<file path="config.mk">
export PLATFORM = sky130hd
export DESIGN_NAME = mem_port_arbiter
export DESIGN_NICKNAME = d
export VERILOG_FILES = /design/src/rtl/mem_port_arbiter.sv
export SDC_FILE = /design/constraint.sdc
export NUM_CORES = 1
export LEC_CHECK = 0
export BUFFER_PORTS_ARGS = -buffer_cell sky130_fd_sc_hd__clkbuf_2
export CAP_MARGIN = 10
export CORE_MARGIN = 8
export CORE_UTILIZATION = 50
export DETAILED_ROUTE_END_ITERATION = 16
export GPL_TIMING_DRIVEN = 0
export PLACE_DENSITY = 0.8
export SLEW_MARGIN = 30
export SYNTH_ARGS = -nofsm -noshare
export SYNTH_HDL_FRONTEND = slang
export SYNTH_SLANG_ARGS = --single-unit
</file>
<file path="constraint.sdc">
create_clock -name i_clk -period 2.45 [get_ports i_clk]
set_input_delay 0.3675 -clock i_clk [delete_from_list [all_inputs] [get_ports i_clk]]
set_output_delay 0.3675 -clock i_clk [all_outputs]
set_load 0.02 [all_outputs]
</file>
<file path="src/rtl/mem_port_arbiter.sv">
// -----------------------------------------------------------------------------
// mem_port_arbiter
//
// Shares one single-ported unified instruction/data RAM between the IF stage
// (instruction fetch) and the MEM stage (load/store). Requests are granted
// only while idle, with data accesses taking priority over fetches. Stores
// complete in the cycle they issue. Loads and fetches wait MEM_LATENCY cycles
// for read data, which a small down-counter tracks. A fetch that is flushed
// while in flight still completes on the RAM, but its data is dropped.
//
// Handshake: a requester raises its request (i_if_req, i_mem_read,
// i_mem_write) and holds it, with stable address and data, until the matching
// one-cycle valid pulse (o_if_valid / o_mem_valid). A fetch may instead be
// abandoned by i_if_flush. The valid pulse is the only acknowledgement, and a
// request that is still high in the cycle after its pulse counts as a new
// request.
//
// Ports:
//   i_clk, i_reset        clock, synchronous active-high reset
//   i_if_req/i_if_addr    fetch request and address
//   i_if_flush            IF/ID flush; drops the fetch currently in flight
//   o_if_rdata/o_if_valid fetched instruction and completion pulse
//   i_mem_read/i_mem_write/i_mem_addr/i_mem_wdata  data request
//   o_mem_rdata/o_mem_valid                        load data, completion pulse
//   o_ram_en/o_ram_we/o_ram_addr/o_ram_wdata/i_ram_rdata  RAM port
//   o_pipe_stall          freeze IF..MEM while a data access is pending
//   o_pc_keep             hold PC and IF/ID
//   o_dbg_state           current FSM state (0 idle, 1 fetch busy, 2 load busy)
// -----------------------------------------------------------------------------
module mem_port_arbiter #(
  parameter int ADDR_W      = 32,
  parameter int DATA_W      = 32,
  parameter int MEM_LATENCY = 2
) (
  input  logic              i_clk,
  input  logic              i_reset,
  input  logic              i_if_req,
  input  logic [ADDR_W-1:0] i_if_addr,
  input  logic              i_if_flush,
  output logic [DATA_W-1:0] o_if_rdata,
  output logic              o_if_valid,
  input  logic              i_mem_read,
  input  logic              i_mem_write,
  input  logic [ADDR_W-1:0] i_mem_addr,
  input  logic [DATA_W-1:0] i_mem_wdata,
  output logic [DATA_W-1:0] o_mem_rdata,
  output logic              o_mem_valid,
  output logic              o_ram_en,
  output logic              o_ram_we,
  output logic [ADDR_W-1:0] o_ram_addr,
  output logic [DATA_W-1:0] o_ram_wdata,
  input  logic [DATA_W-1:0] i_ram_rdata,
  output logic              o_pipe_stall,
  output logic              o_pc_keep,
  output logic [1:0]        o_dbg_state
);

  typedef enum logic [1:0] {
    S_IDLE   = 2'd0,
    S_BUSY_I = 2'd1,
    S_BUSY_D = 2'd2
  } state_e;

  // The counter reaches zero in the cycle the RAM presents read data.
  localparam logic [3:0] CNT_LOAD = 4'(MEM_LATENCY - 1);

  state_e            state_q, state_d;
  logic [3:0]        cnt_q, cnt_d;
  logic              discard_q, discard_d;
  logic [DATA_W-1:0] if_rdata_q, if_rdata_d;
  logic [DATA_W-1:0] mem_rdata_q, mem_rdata_d;
  logic [ADDR_W-1:0] ram_addr_q, ram_addr_d;
  logic [DATA_W-1:0] ram_wdata_q, ram_wdata_d;

  always_ff @(posedge i_clk) begin
    if (i_reset) begin
      state_q     <= S_IDLE;
      cnt_q       <= 4'd0;
      discard_q   <= 1'b0;
      if_rdata_q  <= '0;
      mem_rdata_q <= '0;
      ram_addr_q  <= '0;
      ram_wdata_q <= '0;
    end else begin
      state_q     <= state_d;
      cnt_q       <= cnt_d;
      discard_q   <= discard_d;
      if_rdata_q  <= if_rdata_d;
      mem_rdata_q <= mem_rdata_d;
      ram_addr_q  <= ram_addr_d;
      ram_wdata_q <= ram_wdata_d;
    end
  end

  always_comb begin
    state_d     = state_q;
    cnt_d       = cnt_q;
    discard_d   = discard_q;
    if_rdata_d  = if_rdata_q;
    mem_rdata_d = mem_rdata_q;
    ram_addr_d  = ram_addr_q;
    ram_wdata_d = ram_wdata_q;
    o_ram_en    = 1'b0;
    o_ram_we    = 1'b0;
    o_if_valid  = 1'b0;
    o_mem_valid = 1'b0;

    // Reset blocks every issue and every completion, whatever the requests.
    if (!i_reset) begin
      case (state_q)
        S_IDLE: begin
          // Store beats load beats fetch; read+write together is a store.
          if (i_mem_write) begin
            o_ram_en    = 1'b1;
            o_ram_we    = 1'b1;
            o_mem_valid = 1'b1;
            ram_addr_d  = i_mem_addr;
            ram_wdata_d = i_mem_wdata;
          end else if (i_mem_read) begin
            o_ram_en   = 1'b1;
            ram_addr_d = i_mem_addr;
            cnt_d      = CNT_LOAD;
            state_d    = S_BUSY_D;
          end else if (i_if_req) begin
            o_ram_en   = 1'b1;
            ram_addr_d = i_if_addr;
            cnt_d      = CNT_LOAD;
            discard_d  = i_if_flush;
            state_d    = S_BUSY_I;
          end
        end
        S_BUSY_I: begin
          if (cnt_q != 4'd0) begin
            cnt_d = cnt_q - 4'd1;
            if (i_if_flush) discard_d = 1'b1;
          end else begin
            state_d   = S_IDLE;
            discard_d = 1'b0;
            // A flush anywhere in the fetch's lifetime drops its data.
            if (!discard_q && !i_if_flush) begin
              o_if_valid = 1'b1;
              if_rdata_d = i_ram_rdata;
            end
          end
        end
        S_BUSY_D: begin
          if (cnt_q != 4'd0) begin
            cnt_d = cnt_q - 4'd1;
          end else begin
            state_d     = S_IDLE;
            o_mem_valid = 1'b1;
            mem_rdata_d = i_ram_rdata;
          end
        end
        default: state_d = S_IDLE;
      endcase
    end
  end

  // The next-state values double as outputs, so read data appears in the
  // same cycle as its valid pulse and is then held by the register.
  assign o_ram_addr  = ram_addr_d;
  assign o_ram_wdata = ram_wdata_d;
  assign o_if_rdata  = if_rdata_d;
  assign o_mem_rdata = mem_rdata_d;

  assign o_pipe_stall = (i_mem_read | i_mem_write) & ~o_mem_valid;
  assign o_pc_keep    = o_pipe_stall | (i_if_req & ~o_if_valid);
  assign o_dbg_state  = state_q;

endmodule

</file>
==> impl_metrics.py, run 1 <==
metrics = {
    "layout": {
        "syn2layout_area_growth_pct": 54.6,
        "stdcell_area_um2": 11500,
        "fin_cells": 1445,
        "drive_above_1_share_pct": 42.5,
        "nNetsFinal": 1387,
        "antenna_cells": 0,
    },
    "clocking": {
        "clkSinkCount": 135,
        "cts_buffer_depth": 2,
        "insertion_delay_ns": 0.42,
        "htreeDepth": 4,
        "clk_pin_slew_ns": 0.06,
        "cts_tree": "built",
        "numCtsBuffers": 17,
        "postCtsHoldBufs": 0,
        "root_buffer": "clkbuf_16",
    },
    "detailed_routing": {
        "firstDrtPassIters": 6,
        "drt-initial-drc-count": 601,
        "routed_wl_um": 28600,
        "detail_route.wl_per_cell_um": 19.8,
        "antenna_left": 0,
        "vias": 8282,
        "viasPerCell": 5.73,
        "route.detailed.drc": 0,
    },
    "die": {
        "rows": 44,
        "dieHeight_um": 138,
        "initial_core_util_pct": 51.3,
        "core_um2": 14500,
        "fp.dieW_um": 138,
        "io_pins": 270,
        "dieArea_um2": 19100,
    },
    "setup_path": {
        "end_kind": "output port",
        "criticalPathCategory": "reg2out",
        "cp.arrival_ns": 2.15,
        "required_ns": 2.08,
        "path_delay_family": "buffers and inverters",
        "crit_buf_inv": 4,
        "path_max_fanout": 6,
        "slowest_stage": "dfxtp_2",
        "max_stage_delay_ns": 0.32,
        "worstPathCellList": "inv_2, ha_4, nor3b_4, nand2_4, nor2_8, buf_12, clkbuf_16, mux2_4, buf_6",
        "cp-start-kind": "register",
    },
    "logic_synthesis": {
        "synth.cell_area_um2": 7460,
        "ys_ff_latch": 135,
        "syn_inst": 924,
        "ys_types": 46,
        "seq_area_frac_synth_pct": 36.2,
        "yosys.area.top_type": "dfxtp_1",
        "yosysWarnings": 0,
        "synthTopCellsByArea": "dfxtp_1, nand2_1, a21oi_1",
        "syn-num-nets": 1062,
        "yosys.area.top_type_share_pct": 36.2,
        "synth.avg_cell_area_um2": 8.07,
    },
    "placed_design": {
        "io_buffers": 265,
        "dp_hpwl_um": 17500,
        "placedCellCount": 1373,
        "place_area_um2": 9020,
        "place_congestion": 0.893,
    },
    "timing": {
        "rsz0062_at_grt": "true",
        "finalMaxSlewViolations": 0,
        "finalSetupViolCount": 63,
        "finalWorstSetupSlack_ns": -0.0683,
        "timing.fmax_mhz": 397,
        "worstMarginPinSlew_ns": 0.702,
        "fin_crit_ns": 2.52,
        "final_hold_viol_count": 0,
        "fin_skew_ns": 0.00934,
        "slew_headroom_pct": 53.2,
        "tns_ns": -1.92,
        "fin_crit_sh_pct": 103,
    },
    "job": {
        "cap_violations": 0,
    },
    "pwr": {
        "power-per-cell-area_nw_per_um2": 766,
        "vdd_drop_max_mv": 0.531,
        "power.leakage_nw": 4.94,
        "power_mw": 8.84,
    },
    "grt": {
        "grt_use_total_pct": 24.7,
        "antenna_found_initial": 0,
        "grt_remaining_overflow": 0,
        "grt_max_degree": 17,
        "grt_pass1_wl_um": 39900,
        "first_global_vias": 7848,
    },
    "status": {
        "status": "finished with violations",
        "violations": "negative setup slack",
    },
    "min_path": {
        "hold_path.class": "in2reg",
    },
}
flip-flops by register name (all words and copies together), names as in the netlist:
register,flops
mem_rdata_q,32
ram_addr_q,32
cnt_q,4
ram_wdata_q,32
o_dbg_state,2
if_rdata_q,32
discard_q,1
layout make-up:
class | instances | area [µm²]
Tap cell | 184 | 230
Timing Repair Buffer | 308 | 2670
Clock inverter | 9 | 173
Fill cell | 900 | 3000
Multi-Input combinational cell | 701 | 4730
Clock buffer | 22 | 464
Inverter | 7 | 28.8
Sequential cell | 135 | 2710
Buffer | 79 | 533
cell usage in the layout, fill, tap and decap left out, types with 8 or more instances in the layout:
| cell | netlist | routed |
|---|---|---|
| clkbuf_1 | 44 | 44 |
| clkbuf_16 | 0 | 25 |
| a21oi_1 | 164 | 142 |
| clkbuf_2 | 0 | 147 |
| nand2_1 | 263 | 263 |
| buf_6 | 8 | 80 |
| buf_4 | 7 | 50 |
| mux2_4 | 30 | 92 |
| buf_8 | 3 | 30 |
| o211ai_1 | 32 | 32 |
| a21oi_2 | 0 | 22 |
| nor2_2 | 0 | 23 |
| buf_2 | 19 | 16 |
| mux2i_1 | 34 | 34 |
| buf_12 | 0 | 8 |
| dfxtp_1 | 135 | 131 |
| o22ai_1 | 32 | 32 |
| nor2_1 | 38 | 15 |
cells in the mapped netlist, drive strengths merged:
cell type  instances
o31a               1
mux2i             34
clkbuf            44
nor3               1
o311ai             1
inv                6
a31oi              2
or4                1
nor3b              2
o41ai              2
nor2b              1
nand4              1
nor2              40
dfxtp            135
a21oi            164
nand2b             1
nand3              2
clkinv             1
o211ai            32
nand2            264
o21bai             2
ha                 4
buf               37
mux2              97
o2bb2ai            1
o22ai             32
a22oi              1
and2               3
o31ai              1
o21ai              3
or3b               1
o21a               2
nand3b             2
and4               1
nor4               1
or3                1
timing repair:
action                                  in CTS  in global routing
setup buffers                               22                  8
endpoints found under the setup margin     132                130
gates resized for setup                    114                393
gates cloned                                 5                  8
pin swaps                                    5                  7
routing by layer:
layer	up-vias	part of all wire [%]	GRT usage, %	wire, µm
li1	3854	-	-	-
met1	3922	38	28.5	10900
met2	438	51	41.7	14700
met3	68	7.7	7.64	2200
met4	0	2.8	9.61	815
met5	-	0	0	0
worst register-to-register path, stage by stage (launching register included):
cell	delay [ns]
dfxtp_2	0.34
inv_2	0.06
buf_4	0.13
ha_1	0.24
nand2_4	0.12
buf_4	0.19
clkbuf_1	0.46
nand2_1	0.15
a21oi_1	0.18
final timing paths:
check,cells after the start,start,slack (ns),end
max,9,cnt_q[0],-0.07,o_mem_rdata[1]
min,3,i_mem_wdata[14],0.19,ram_wdata_q[14]
max reg2reg,8,o_dbg_state[0],0.52,mem_rdata_q[17]
min reg2reg,2,mem_rdata_q[29],0.45,mem_rdata_q[29]
report_power, final:
group	total, mW	internal (mW)	switching (mW)
sequential	2.59	2.43	0.166
combinational	3.46	1.62	1.83
clock	2.79	1.85	0.940
total	8.84	5.90	2.94
through the flow:
step	utilization, %	hold slack [ns]	setup WS (ns)
after floorplan	-	0.432	0.00471
after global placement	62.1	0.439	0.0268
after detailed placement	62.1	0.445	-0.00771
after CTS	71.5	0.174	-0.0987
after global routing	79.4	0.188	-0.136
final	79.4	0.187	-0.0683
cells by family after synthesis:
group / share of synthesized area [%]
and+or+nand+nor: 17.6
AOI/OAI and AO/OA: 18.5
DFF: 36.2
muxes: 20.7
buffers and inverters: 6.36
adders and majority gates: 0.671
No activity file was read; power rests on OpenSTA's default activity.
==> inputs of run 2 (changes only) <==
--- a/config.mk
+++ b/config.mk
@@ -5,13 +5,15 @@
 export SDC_FILE = /design/constraint.sdc
 export NUM_CORES = 1
 export LEC_CHECK = 0
+export ABC_AREA = 1
 export BUFFER_PORTS_ARGS = -buffer_cell sky130_fd_sc_hd__clkbuf_2
 export CAP_MARGIN = 10
 export CORE_MARGIN = 8
-export CORE_UTILIZATION = 50
+export CORE_UTILIZATION = 54
 export DETAILED_ROUTE_END_ITERATION = 16
+export GPL_ROUTABILITY_DRIVEN = 1
 export GPL_TIMING_DRIVEN = 0
-export PLACE_DENSITY = 0.8
+export PLACE_DENSITY = 0.82
 export SLEW_MARGIN = 30
 export SYNTH_ARGS = -nofsm -noshare
 export SYNTH_HDL_FRONTEND = slang
==> impl_metrics.py, run 2 <==
metrics = {
    "status": {
        "status": "finished clean",
    },
    "grt": {
        "antenna_found_initial": 0,
        "grt_max_degree": 17,
        "use_met3_pct": 5.89,
        "grt_pass1_wl_um": 53000,
        "first_global_vias": 11200,
        "grt.busiest_layer": "met2",
        "grt_remaining_overflow": 0,
        "gr-usage-met1_pct": 34.9,
        "use_met2_pct": 47.7,
        "grt_use_total_pct": 28.4,
    },
    "layout": {
        "nNetsFinal": 2179,
        "syn2layout_area_growth_pct": 28.6,
        "antenna_cells": 0,
        "stdcell_area_um2": 12400,
        "layout_commonest_cell": "nand2_1",
        "drive_above_1_share_pct": 21.4,
        "mostFrequentLayoutCells": "nand2_1, clkbuf_2, inv_1",
        "fin_cells": 2277,
    },
    "die": {
        "rows": 48,
        "core_um2": 17400,
        "fp.dieW_um": 149,
        "io_pins": 270,
        "dieArea_um2": 22300,
        "initial_core_util_pct": 55.4,
        "dieHeight_um": 149,
    },
    "timing": {
        "timing.fmax_mhz": 414,
        "fin_crit_sh_pct": 98.7,
        "final_hold_viol_count": 0,
        "rsz0062_at_grt": "true",
        "slew_headroom_pct": 61.0,
        "fin_skew_ns": 0.00790,
        "finalMaxSlewViolations": 0,
        "worstMarginPinSlew_ns": 0.585,
        "fin_crit_ns": 2.42,
        "finalSetupViolCount": 0,
    },
    "clocking": {
        "postCtsHoldBufs": 0,
        "insertion_delay_ns": 0.43,
        "clk_pin_slew_ns": 0.06,
        "clkSinkCount": 135,
        "cts_tree": "built",
        "htreeDepth": 4,
        "numCtsBuffers": 17,
        "root_buffer": "clkbuf_16",
        "cts_buffer_depth": 2,
    },
    "min_path": {
        "hold_path.class": "in2reg",
    },
    "setup_path": {
        "end_kind": "output port",
        "criticalPathCategory": "reg2out",
        "required_ns": 2.08,
        "path_max_fanout": 10,
        "cp-start-kind": "register",
        "cp.arrival_ns": 2.05,
    },
    "pwr": {
        "power.leakage_nw": 6.01,
        "vdd_drop_max_mv": 0.618,
        "power-per-cell-area_nw_per_um2": 997,
    },
    "logic_synthesis": {
        "ys_ff_latch": 135,
        "synth_enable_flop_cells": 0,
        "synthTopCellsByArea": "nand2_1, dfxtp_1, o21ai_0",
        "synth.cell_area_um2": 9610,
        "yosys.area.top_type_share_pct": 33.1,
        "yosys.area.top_type": "nand2_1",
        "syn-num-nets": 1886,
        "synth_common_cells": "nand2_1, inv_1, o21ai_0",
        "ys_types": 26,
        "seq_area_frac_synth_pct": 28.1,
        "synth_async_sr_flop_share_pct": 0,
        "synth.most_common_cell": "nand2_1",
        "syn_inst": 1748,
        "synth-main-ff-cell": "dfxtp_1",
        "yosysWarnings": 0,
        "synth.avg_cell_area_um2": 5.50,
    },
    "placed_design": {
        "io_buffers": 265,
        "place_congestion": 0.904,
        "placedCellCount": 2238,
        "dp_hpwl_um": 24200,
        "place_area_um2": 11200,
    },
    "detailed_routing": {
        "antenna_left": 0,
        "detail_route.wl_per_cell_um": 14.6,
        "firstDrtPassIters": 6,
        "viasPerCell": 5.36,
        "route.detailed.drc": 0,
        "drt-initial-drc-count": 979,
        "routed_wl_um": 33300,
        "vias": 12200,
    },
    "job": {
        "cap_violations": 0,
    },
}
==> run 2: changes by cell type after synthesis, moves of 32 or more <==
cell,previous run,this run
o21ai_0,2,148
nand2_1,263,846
o211ai_1,32,0
inv_1,6,173
mux2_2,62,0
mux2i_1,34,0
o21ai_1,1,50
==> run 2: final timing paths <==
check             cells after the start  slack, ns             from               to
setup / recovery                      9       0.03         cnt_q[0]   o_if_rdata[25]
hold / removal                        3       0.25       i_if_flush        discard_q
setup reg to reg                      9       0.45   o_dbg_state[0]   ram_addr_q[19]
hold reg to reg                       2       0.46  mem_rdata_q[11]  mem_rdata_q[11]
==> run 2: logic make-up (layout without fill, tap and decap cells) <==
kind of cell    count (synthesis)  in the layout  synth area share [%]
simple gates                  902            902                  35.8
compound gates                399            399                  21.7
buf+inv                       308            612                  13.9
flops                         135            135                  28.1
fa+ha+maj                       4              4                 0.521
==> run 2: area by class of cell <==
cell class              instances  area (µm²)
clock buffers                  19         453
plain buffers                 126         731
multi-input cells            1305        5770
inverters                     180         686
well taps                     225         282
clock inverters                11         124
fillers                      1560        5000
repair inverters                1        7.51
flip-flops and latches        135        2710
repair buffers                275        1600
==> run 2: repair_timing <==
action,CTS,global route
buffers inserted,7,2
pin swaps,1,1
setup endpoints to repair,130,120
endpoints found under the hold margin,0,0
cloned,1,1
resized for setup,68,182
==> run 2: where the power goes <==
part           leakage [nW]  total (mW)  switching, mW  internal [mW]
clock                 0.277        2.56           1.01           1.54
combinational          4.63        6.79           4.56           2.23
sequential             1.10        2.97          0.324           2.65
==> run 2: metal layers <==
metal / up-vias / wire (µm)
li1: 6064 / -
met1: 5435 / 13200
met2: 611 / 16000
met3: 90 / 3210
met4: 0 / 923
met5: - / 0
==> run 2: worst max-delay path: stages, from the launching register on <==
cell and delay (ns):
dfxtp_2 0.33, inv_2 0.08, ha_4 0.15, nand3_4 0.10
inv_8 0.10, nand3_4 0.07, nor2_4 0.15, buf_2 0.32
o21ai_0 0.15, buf_2 0.18
==> run 2: stage by stage <==
stage | power, mW | setup TNS, ns | hold slack, ns | setup WS, ns | util (%)
2_1_floorplan | 7.18 | 0 | 0.442 | 0.219 | -
3_3_place_gp | 9.05 | 0 | 0.451 | 0.151 | 64.6
3_5_place_dp | 9.14 | 0 | 0.456 | 0.127 | 64.6
4_1_cts | 12.0 | -0.0450 | 0.214 | -0.0132 | 69.3
5_1_grt | 13.1 | -0.256 | 0.240 | -0.0330 | 71.2
6_report | 12.3 | 0 | 0.246 | 0.0322 | 71.2
